--- config.mk ---
export PLATFORM = sky130hd
export DESIGN_NAME = keypad_scanner
export DESIGN_NICKNAME = d
export VERILOG_FILES = /design/src/rtl/keypad_scanner.sv
export SDC_FILE = /design/constraint.sdc
export NUM_CORES = 1
export LEC_CHECK = 0
export CORE_MARGIN = 2
export CORE_UTILIZATION = 35
export DETAILED_ROUTE_END_ITERATION = 8
export SLEW_MARGIN = 10
export SYNTH_ARGS = -nofsm -noshare
export SYNTH_HDL_FRONTEND = slang
export SYNTH_SLANG_ARGS = --single-unit
--- constraint.sdc ---
create_clock -name clk -period 5.3 [get_ports clk]
set_input_delay 0.53 -clock clk [delete_from_list [all_inputs] [get_ports clk]]
set_output_delay 0.53 -clock clk [all_outputs]
set_load 0.01 [all_outputs]
--- src/rtl/keypad_scanner.sv ---
// keypad_scanner: 4x4 keypad scan/debounce/decode (clk, reset, row -> col_drive, key_value, key_valid, key_held); define KEYPAD_REPEAT_EN for auto-repeat
module keypad_scanner #(
  parameter int BASE = 10,
  parameter int SCAN_CYCLES = 1000,
  parameter int DEBOUNCE_CYCLES = 20000,
  parameter int REPEAT_CYCLES = 5000000
) (
  input  logic       clk,
  input  logic       reset,
  input  logic [3:0] row,
  output logic [3:0] col_drive,
  output logic [3:0] key_value,
  output logic       key_valid,
  output logic       key_held
);
  localparam int MAX_SD = SCAN_CYCLES > DEBOUNCE_CYCLES ? SCAN_CYCLES : DEBOUNCE_CYCLES;
  localparam int MAXC = MAX_SD > REPEAT_CYCLES ? MAX_SD : REPEAT_CYCLES;
  localparam int W = $clog2(MAXC + 1);
  localparam logic [W-1:0] SC_LAST = W'(SCAN_CYCLES - 1);
  localparam logic [W-1:0] DB_LAST = W'(DEBOUNCE_CYCLES - 1);
`ifdef KEYPAD_REPEAT_EN
  localparam logic [W-1:0] RP_LAST = W'(REPEAT_CYCLES - 1);
`endif
  localparam logic [63:0] DEC10 = 64'hDE0F_C987_B654_A321;
  typedef enum logic [1:0] {SCAN, DEBOUNCE, PRESSED, RELEASE} state_t;
  state_t state_q, state_d;
  logic [1:0] col_q, col_d, ridx;
  logic [W-1:0] cnt_q, cnt_d, cnt_inc;
  logic [3:0] row_q, row_d, key_value_q, key_value_d, dec;
  logic key_valid_q, key_valid_d, key_held_q, key_held_d, one_hot;
  always_comb begin
    one_hot = (row != 4'd0) && ((row & (row - 4'd1)) == 4'd0);
    ridx = {row_q[3] | row_q[2], row_q[3] | row_q[1]};
    dec = BASE == 10 ? DEC10[{ridx, col_q, 2'b00} +: 4] : {ridx, col_q};
    cnt_inc = &cnt_q ? cnt_q : cnt_q + 1'b1;
    state_d = state_q;
    col_d = col_q;
    cnt_d = cnt_inc;
    row_d = row_q;
    key_value_d = key_value_q;
    key_valid_d = 1'b0;
    key_held_d = key_held_q;
    case (state_q)
      SCAN:
        if (one_hot) begin
          state_d = DEBOUNCE;
          row_d = row;
          cnt_d = '0;
        end else if (cnt_q == SC_LAST) begin
          col_d = col_q + 2'd1;
          cnt_d = '0;
        end
      DEBOUNCE:
        if (row != row_q) begin
          state_d = SCAN;
          col_d = col_q + 2'd1;
          cnt_d = '0;
        end else if (cnt_q == DB_LAST) begin
          state_d = PRESSED;
          cnt_d = '0;
          key_value_d = dec;
          key_valid_d = 1'b1;
          key_held_d = 1'b1;
        end
      PRESSED:
        if (row == 4'd0) begin
          state_d = RELEASE;
          cnt_d = '0;
        end else begin
`ifdef KEYPAD_REPEAT_EN
          if (cnt_q == RP_LAST) begin
            cnt_d = '0;
            key_valid_d = !key_valid_q;
          end
`else
          cnt_d = '0;
`endif
        end
      RELEASE:
        if (row != 4'd0) begin
          state_d = PRESSED;
          cnt_d = '0;
        end else if (cnt_q == DB_LAST) begin
          state_d = SCAN;
          col_d = col_q + 2'd1;
          cnt_d = '0;
          key_held_d = 1'b0;
        end
    endcase
  end
  always_ff @(posedge clk) begin
    if (reset) begin
      state_q <= SCAN;
      col_q <= '0;
      cnt_q <= '0;
      row_q <= '0;
      key_value_q <= '0;
      key_valid_q <= 1'b0;
      key_held_q <= 1'b0;
    end else begin
      state_q <= state_d;
      col_q <= col_d;
      cnt_q <= cnt_d;
      row_q <= row_d;
      key_value_q <= key_value_d;
      key_valid_q <= key_valid_d;
      key_held_q <= key_held_d;
    end
  end
  assign col_drive = 4'b0001 << col_q;
  assign key_value = key_value_q;
  assign key_valid = key_valid_q;
  assign key_held = key_held_q;
endmodule

======== After elaboration in Yosys (flattened, before gate mapping) ========
Index checks and enable logic that the tools add are counted.
operators by class
  $add $sub $neg .......................... 3
  equality and inequality tests ........... 17
  shift-type cells ........................ 2
  muxes and demuxes ....................... 26
  bitwise gates (word level) .............. 5
  reductions and logical operators ........ 14
operators with widths
  operator                 count
  $mux 23                  6
  $pmux 23 s4              1
  $shiftx 64x7->4 const A  1
  $add 23x1->23 const B    1
  $eq 23x10->1 const B     1
  $eq 23x15->1 const B     1
  $reduce_and 23->1        1
  $mux 2                   11
  $ne 2x2->1 const B       9
  $logic_not 4->1          2
  $pmux 2 s4               1
  $ne 3x3->1 const B       2
  $pmux 2 s3               1
  $reduce_and 6->1         1
  $mux 1                   5
  $reduce_and 5->1         1
  $and 4x4->4              1
  $eq 2x2->1 const B       2
  $ne 4x4->1               1
  $reduce_and 4->1         1
  $reduce_bool 4->1        1
  $shl 1x2->4 const A      1
  $sub 4x1->4 const B      1
  $reduce_and 3->1         1
  other kinds (11)         13
storage, ports and cells
  flip-flop bits (word level) ............. 37
  bits of input ports ..................... 6
  output and inout bits ................... 10
  word-level logic and storage cells ...... 74

======== Logic depth before layout (Yosys ltp) ========
Gate-level depths: netlist of run 1.
  depth in word-level cells ............... 6
  gate-level depth with buffers ........... 7
  depth with buffers taken out ............ 6

======== Worst setup path before layout of run 1 ========
No wires, ideal clock.
  kind .................................... input -> register
  from .................................... input port row[0]
  to ...................................... register col_q[0]
  library setup time ...................... 0.121 ns
  data arrival time ....................... 1.974 ns
  required time ........................... 5.179 ns
  slack ................................... 3.205 ns
  cell stages on the path ................. 6
  buffers on the path ..................... 1
  cell sequence ........................... clkbuf_1 or3b_2 o21ai_0 o211ai_2 and4_4 mux2_4
on the way
  word-level cells in the longest chain between the ends .. 6
  elaborated cells between the ends (all ways) .. 10
  those cells by class .................... add/sub: 1; eq/ne: 4; bitwise: 1; reduce/logical: 4
RTL lines
  what                                 RTL line  RTL
  start, declared                      10        input logic [3:0] row,
  $sub 4x1->4                          32        one_hot = (row != 4'd0) && ((row & (row - 4'd1)) == 4'd0);
  $and 4x4->4                          32
  $logic_not 4->1                      32
  $logic_and 1x1->1                    32
  $ne 2x2->1 (no source line)          --
  $reduce_and 6->1 (no source line) *  --
  end signal, assigned                 102       col_q <= col_d;
  end, declared                        27        logic [1:0] col_q, col_d, ridx;
Every way passes the cells marked *; elsewhere a longest branch is shown, timed or not.
A chain may end at the register's enable or synchronous reset.

======== Final worst setup path of run 1 ========
  from .................................... input port row[3]
  to ...................................... register cnt_q[19]
on the way
  word-level cells in the longest chain between the ends .. 6
  elaborated cells between the ends (all ways) .. 10
  those cells by class .................... add/sub: 1; eq/ne: 1; mux: 4; bitwise: 1; reduce/logical: 3
RTL lines
  what                  RTL line  RTL
  $sub 4x1->4           32
  $and 4x4->4           32
  $logic_not 4->1       32
  $logic_and 1x1->1     32
  $mux 23               45        if (one_hot) begin
  $pmux 23 s4 *         43        case (state_q)
  end signal, assigned  103       cnt_q <= cnt_d;
  end, declared         28        logic [W-1:0] cnt_q, cnt_d, cnt_inc;
Marked as above.

==> results.toml, run 1 <==
[clock_network]
cts_resized = 0
clock_latency_ns = 0.29
cts.sinks = 37
clock-root-buffer = "clkbuf_8"
cts_tree = "done"
clk_pin_slew_worst_paths_ns = 0.07
cts.htree.levels = 2
ctsHoldBuffers = 0
cts.path.max_buffers = 2
cts_buffers = 5
post-cts-setup-buffer-count = 0

[routing]
ant_nets = 0
wl_per_cell_um = 15.0
drt_iter0_drc = 100
drc = 0
wl_um = 5040
vias = 1903
via_per_inst = 5.66
drtPass1Iterations = 4

[power_and_ir_drop]
peakVddDrop_mv = 0.0897
internal-power_uw = 414
p_sw_uw = 144
p_clk_frac = 0.362
combPwrFrac = 0.116
p_seq_frac = 0.522
leakage_nw = 0.770
p_per_area_nw_per_um2 = 218
p_sw_frac = 0.258

[final_layout]
nNetsFinal = 273
utilization = 0.402
layout-drive-gt1-share = 0.116
fillerInstances = 632
fin_area_um2 = 2550
final_cells = 336
area.growth.synth_to_final_pct = 10.7
n_antenna_cell = 0
seq_area_um2 = 741
multi_input_area_um2 = 1440

[die]
die_w_um = 85.2
initial_core_util = 0.363
fp.dieH_um = 85.2
ios = 16
core_um2 = 6350
rows = 29
die_area_um2 = 7260

[sta]
skew_ns = 0.00528
fin_crit_sh = 0.556
timing.fmax_ghz = 0.340
whs_ns = 0.472
setup_viol = 0
finalSetupTns_ns = 0
tightest_slew_ns = 1.02
max_slew_margin = 0.318
slew_viol_final = 0
hold_viol = 0
grt_setup_unrepaired = "no"
period_needed_ns = 2.94

[grt]
grt_pass1_wl_um = 8410
grt_max_degree = 40
antenna_found_initial = 0
grt_usage = 0.144
grt_pass1_vias = 1732
gr-total-overflow = 0

[logic_synthesis]
yosysMostFrequentCell = "dfxtp_1"
synth_edf_count = 0
synth-simple-area-share = 0.246
synth_seq_cells = 37
synth_area_um2 = 2310
synth_top_area_cell = "dfxtp_1"
synthAdderAreaFrac = 0.0434
synthTopCellsByArea = "dfxtp_1 (32%), ha_1 (4.3%), a221oi_1 (4.2%)"
syn-mean-instance-area_um2 = 9.08
ys_types = 63
yosys_most_used_dff = "dfxtp_1"
async_flop_share = 0
netlist_instances = 254
synth_top_family_by_area = "compound AO/OA/AOI/OAI gates"
synth-xor-area-share = 0.0418
synth.mux.area_fraction = 0.0325
synth-compound-area-share = 0.259
syn_nets = 268
yosys_warnings = 0
synth_top_area_frac = 0.321
synthTopCellsByCount = "dfxtp_1 (37), nor2_1 (15), nand2_1 (14), nand3_1 (14), a211oi_1 (12)"
ys_seq_area_frac = 0.321

[worst_setup_path]
worstPathRequired_ns = 5.48
rrSetupSlack_ns = 2.61
slowest_stage = "nand3_1"
slowest_delay_ns = 0.77
timing.rr.end = "cnt_q[19]"
startpoint_type = "primary input"
reg2reg_from = "cnt_q[4]"
r2r_cells = 5
arrival_ns = 3.12
critical_path_buf_inv_count = 1
end_kind = "register"
cp_max_fo = 23
cp_top_family = "simple AND/OR/NAND/NOR gates"
critPathKind = "in -> reg"
path_cells = "clkdlybuf4s50_1 > nor4_1 > nand2_1 > o21ai_0 > nand3_1 > a221oi_1"

[hold_path]
min_to = "key_value[0]"
min_from = "key_value[0]"
hp-class = "reg -> reg"
hold_path_depth = 2

[flow_run]
max_cap_viol_count = 0

[placement]
postPlaceCellArea_um2 = 2470
dp.cells = 329
gp_congestion = 0.772
dpl.hpwl_um = 3470
io_buffers = 15

[run_status]
status = "finished clean"
worst max path at each step:
| stage | startpoint | end | slack (ns) | cells after the start |
|---|---|---|---|---|
| global placement | row[3] | cnt_q[5] | 2.15 | 6 |
| global route | row[0] | cnt_q[19] | 2.17 | 6 |
| finish | row[3] | cnt_q[19] | 2.36 | 6 |
| detailed placement | row[3] | cnt_q[19] | 2.11 | 6 |
| CTS | row[3] | cnt_q[19] | 2.40 | 6 |
| floorplan | row[0] | col_q[0] | 3.20 | 6 |
kinds of logic (layout without fill, tap and decap cells):
group	Yosys count	after routing
simple gates	89	89
compound gates	74	74
flops	37	37
buf+inv	28	33
xor+xnor	11	11
fa+ha+maj	8	8
mux	7	7
state kept, by name, summed over array words and instances (netlist names):
name       cells
cnt_q         23
col_q          2
key_held       1
key_valid      1
key_value      4
row_q          4
state_q        2
cell usage in the layout (no fill, tap or decap), types with 9 or more instances in the layout:
| cell | Yosys | final |
|---|---|---|
| dfxtp_1 | 37 | 37 |
| nor2_1 | 15 | 15 |
| clkdlybuf4s50_1 | 0 | 15 |
| nand3_1 | 14 | 14 |
| nand2_1 | 14 | 14 |
| a211oi_1 | 12 | 12 |
| o21ai_0 | 11 | 11 |
| a221oi_1 | 11 | 11 |
| or3_1 | 10 | 10 |
| inv_1 | 9 | 9 |
metal layers:
metal  part of all wire  routed length, µm  GRT usage  vias up
li1                   -                  -          -      977
met3              0.029                145     0.0263        6
met1               0.53               2650      0.203      902
met2               0.43               2170      0.214       18
met4              0.014                 73     0.0649        0
met5                  0                  0          0        -
worst register-to-register path, delay by kind of cell (launching register included):
| kind | cells | cell delay (ns) |
|---|---|---|
| AOI/OAI and AO/OA | 1 | 0.25 |
| DFF | 1 | 0.43 |
| and+or+nand+nor | 4 | 1.83 |
cell type report:
cell class | count | area share
Sequential cell | 37 | 0.290
Inverter | 10 | 0.0147
Clock buffer | 7 | 0.0338
Tap cell | 77 | 0.0377
Multi-Input combinational cell | 189 | 0.562
Timing Repair Buffer | 16 | 0.0617
metrics by stage:
stage / setup slack [ns] / power (mW)
2_1_floorplan: 3.20 / 0.346
3_3_place_gp: 2.15 / 0.361
3_5_place_dp: 2.11 / 0.362
4_1_cts: 2.40 / 0.566
5_1_grt: 2.17 / 0.586
6_report: 2.36 / 0.558
power groups by stage:
stage,clock (mW),combinational [mW],sequential [mW]
floorplan,0,0.0534,0.293
global route,0.223,0.0713,0.292
global placement,0,0.0642,0.297
detailed placement,0,0.0652,0.297
CTS,0.210,0.0654,0.291
finish,0.202,0.0647,0.291
No activity file was read; power rests on OpenSTA's default activity.
==> inputs of run 2 (changes only) <==
==> constraint.sdc (replaced) <==
create_clock -name clk -period 2.8 [get_ports clk]
set_input_delay 0.28 -clock clk [delete_from_list [all_inputs] [get_ports clk]]
set_output_delay 0.28 -clock clk [all_outputs]
set_load 0.01 [all_outputs]
==> results.toml, run 2 (synthesis gave the netlist of run 1 again) <==
[clock_network]
cts.path.max_buffers = 2
ctsHoldBuffers = 0
cts_resized = 0
cts.sinks = 37
post-cts-setup-buffer-count = 0
cts_buffers = 5
cts.htree.levels = 2
clk_pin_slew_worst_paths_ns = 0.07
clock_latency_ns = 0.29
cts_tree = "done"
clock-root-buffer = "clkbuf_8"

[placement]
gp_congestion = 0.788
dpl.hpwl_um = 3710
io_buffers = 15
dp.cells = 333

[worst_setup_path]
rrSetupSlack_ns = 0.56
reg2reg_from = "cnt_q[0]"
arrival_ns = 2.43
timing.rr.end = "cnt_q[13]"
worstPathRequired_ns = 2.99
startpoint_type = "register"
critPathKind = "reg -> reg"
r2r_cells = 6
cp_max_fo = 10
end_kind = "register"

[routing]
wl_um = 5240
via_per_inst = 5.85
ant_nets = 0
wl_per_cell_um = 15.4
drt_iter0_drc = 141
vias = 1995
drc = 0
drtPass1Iterations = 4

[die]
ios = 16
rows = 29
core_um2 = 6350
initial_core_util = 0.363
die_w_um = 85.2
fp.dieH_um = 85.2
die_area_um2 = 7260

[final_layout]
area.growth.synth_to_final_pct = 12.7
layout-drive-gt1-share = 0.136
largest_register_ffs = 23
max_flop_register = "cnt_q"
final_cells = 341
mostFrequentLayoutCell = "dfxtp_1"
nNetsFinal = 277
layout_common_cells = "dfxtp_1 (37), nor2_1 (15), clkdlybuf4s50_1 (15), nand3_1 (14), nand2_1 (14)"
n_antenna_cell = 0

[power_and_ir_drop]
leakage_nw = 0.797
peakVddDrop_mv = 0.277
p_per_area_nw_per_um2 = 422

[hold_path]
hold_path_depth = 2
min_from = "key_value[0]"
min_to = "key_value[0]"
hp-class = "reg -> reg"

[grt]
grt_pass1_wl_um = 9150
grt_usage = 0.155
gr-total-overflow = 0
antenna_found_initial = 0
grt_max_degree = 24
grt_pass1_vias = 1875

[sta]
tightest_slew_ns = 0.668
slew_viol_final = 0
finalSetupTns_ns = 0
period_needed_ns = 2.24
skew_ns = 0.00511
grt_setup_unrepaired = "no"
timing.fmax_ghz = 0.446
max_slew_margin = 0.548
hold_viol = 0
setup_viol = 0
fin_crit_sh = 0.800

[run_status]
status = "finished clean"

[flow_run]
max_cap_viol_count = 0
-- run 2: worst max-delay path, cell delays in order (launching register included) --
cell,delay [ns]
dfxtp_1,0.37
ha_1,0.22
nand2_1,0.09
or3_1,0.59
o31ai_4,0.51
o21ai_1,0.11
a221oi_1,0.26
-- run 2: area by class of cell --
class                      instances  area (µm²)
timing repair buffer              20         188
sequential                        37         741
clock buffer                       7        96.3
multi-input combinational        189        1440
clock inverter                     1        5.00
tap                               77        96.3
fill                             657        3750
inverter                          10        37.5
-- run 2: report_power, final --
part           total [mW]  switching, mW  internal, mW  leakage (nW)
registers           0.551         0.0156         0.535         0.299
logic               0.127         0.0714        0.0552         0.443
clock network       0.421          0.198         0.223        0.0542
-- run 2: worst max path at each step --
stage / startpoint / end / slack, ns / cells past startpoint
2_1_floorplan: cnt_q[20] / col_q[0] / 0.74 / 5
3_3_place_gp: row[3] / col_q[0] / 0.46 / 6
3_5_place_dp: row[3] / col_q[0] / 0.44 / 6
4_1_cts: cnt_q[0] / cnt_q[13] / 0.51 / 6
5_1_grt: cnt_q[5] / cnt_q[15] / 0.31 / 5
6_report: cnt_q[0] / cnt_q[13] / 0.56 / 6
-- run 2: stage by stage --
stage	area (µm²)	setup WS (ns)	utilization	hold WS [ns]	total power, mW
after floorplan	2310	0.736	-	0.460	0.655
after global placement	2500	0.456	0.393	0.459	0.689
after detailed placement	2500	0.439	0.393	0.462	0.689
after CTS	2600	0.510	0.409	0.475	1.11
after global routing	2600	0.307	0.409	0.514	1.15
final	2600	0.559	0.409	0.474	1.10
-- run 2: layer usage --
| metal | global-route usage | part of all wire | vias to the layer above |
|---|---|---|---|
| met5 | 0 | 0 | - |
| met4 | 0.0462 | 0.0080 | 0 |
| met3 | 0.0302 | 0.040 | 4 |
| met2 | 0.231 | 0.44 | 35 |
| met1 | 0.228 | 0.51 | 967 |
| li1 | - | - | 989 |
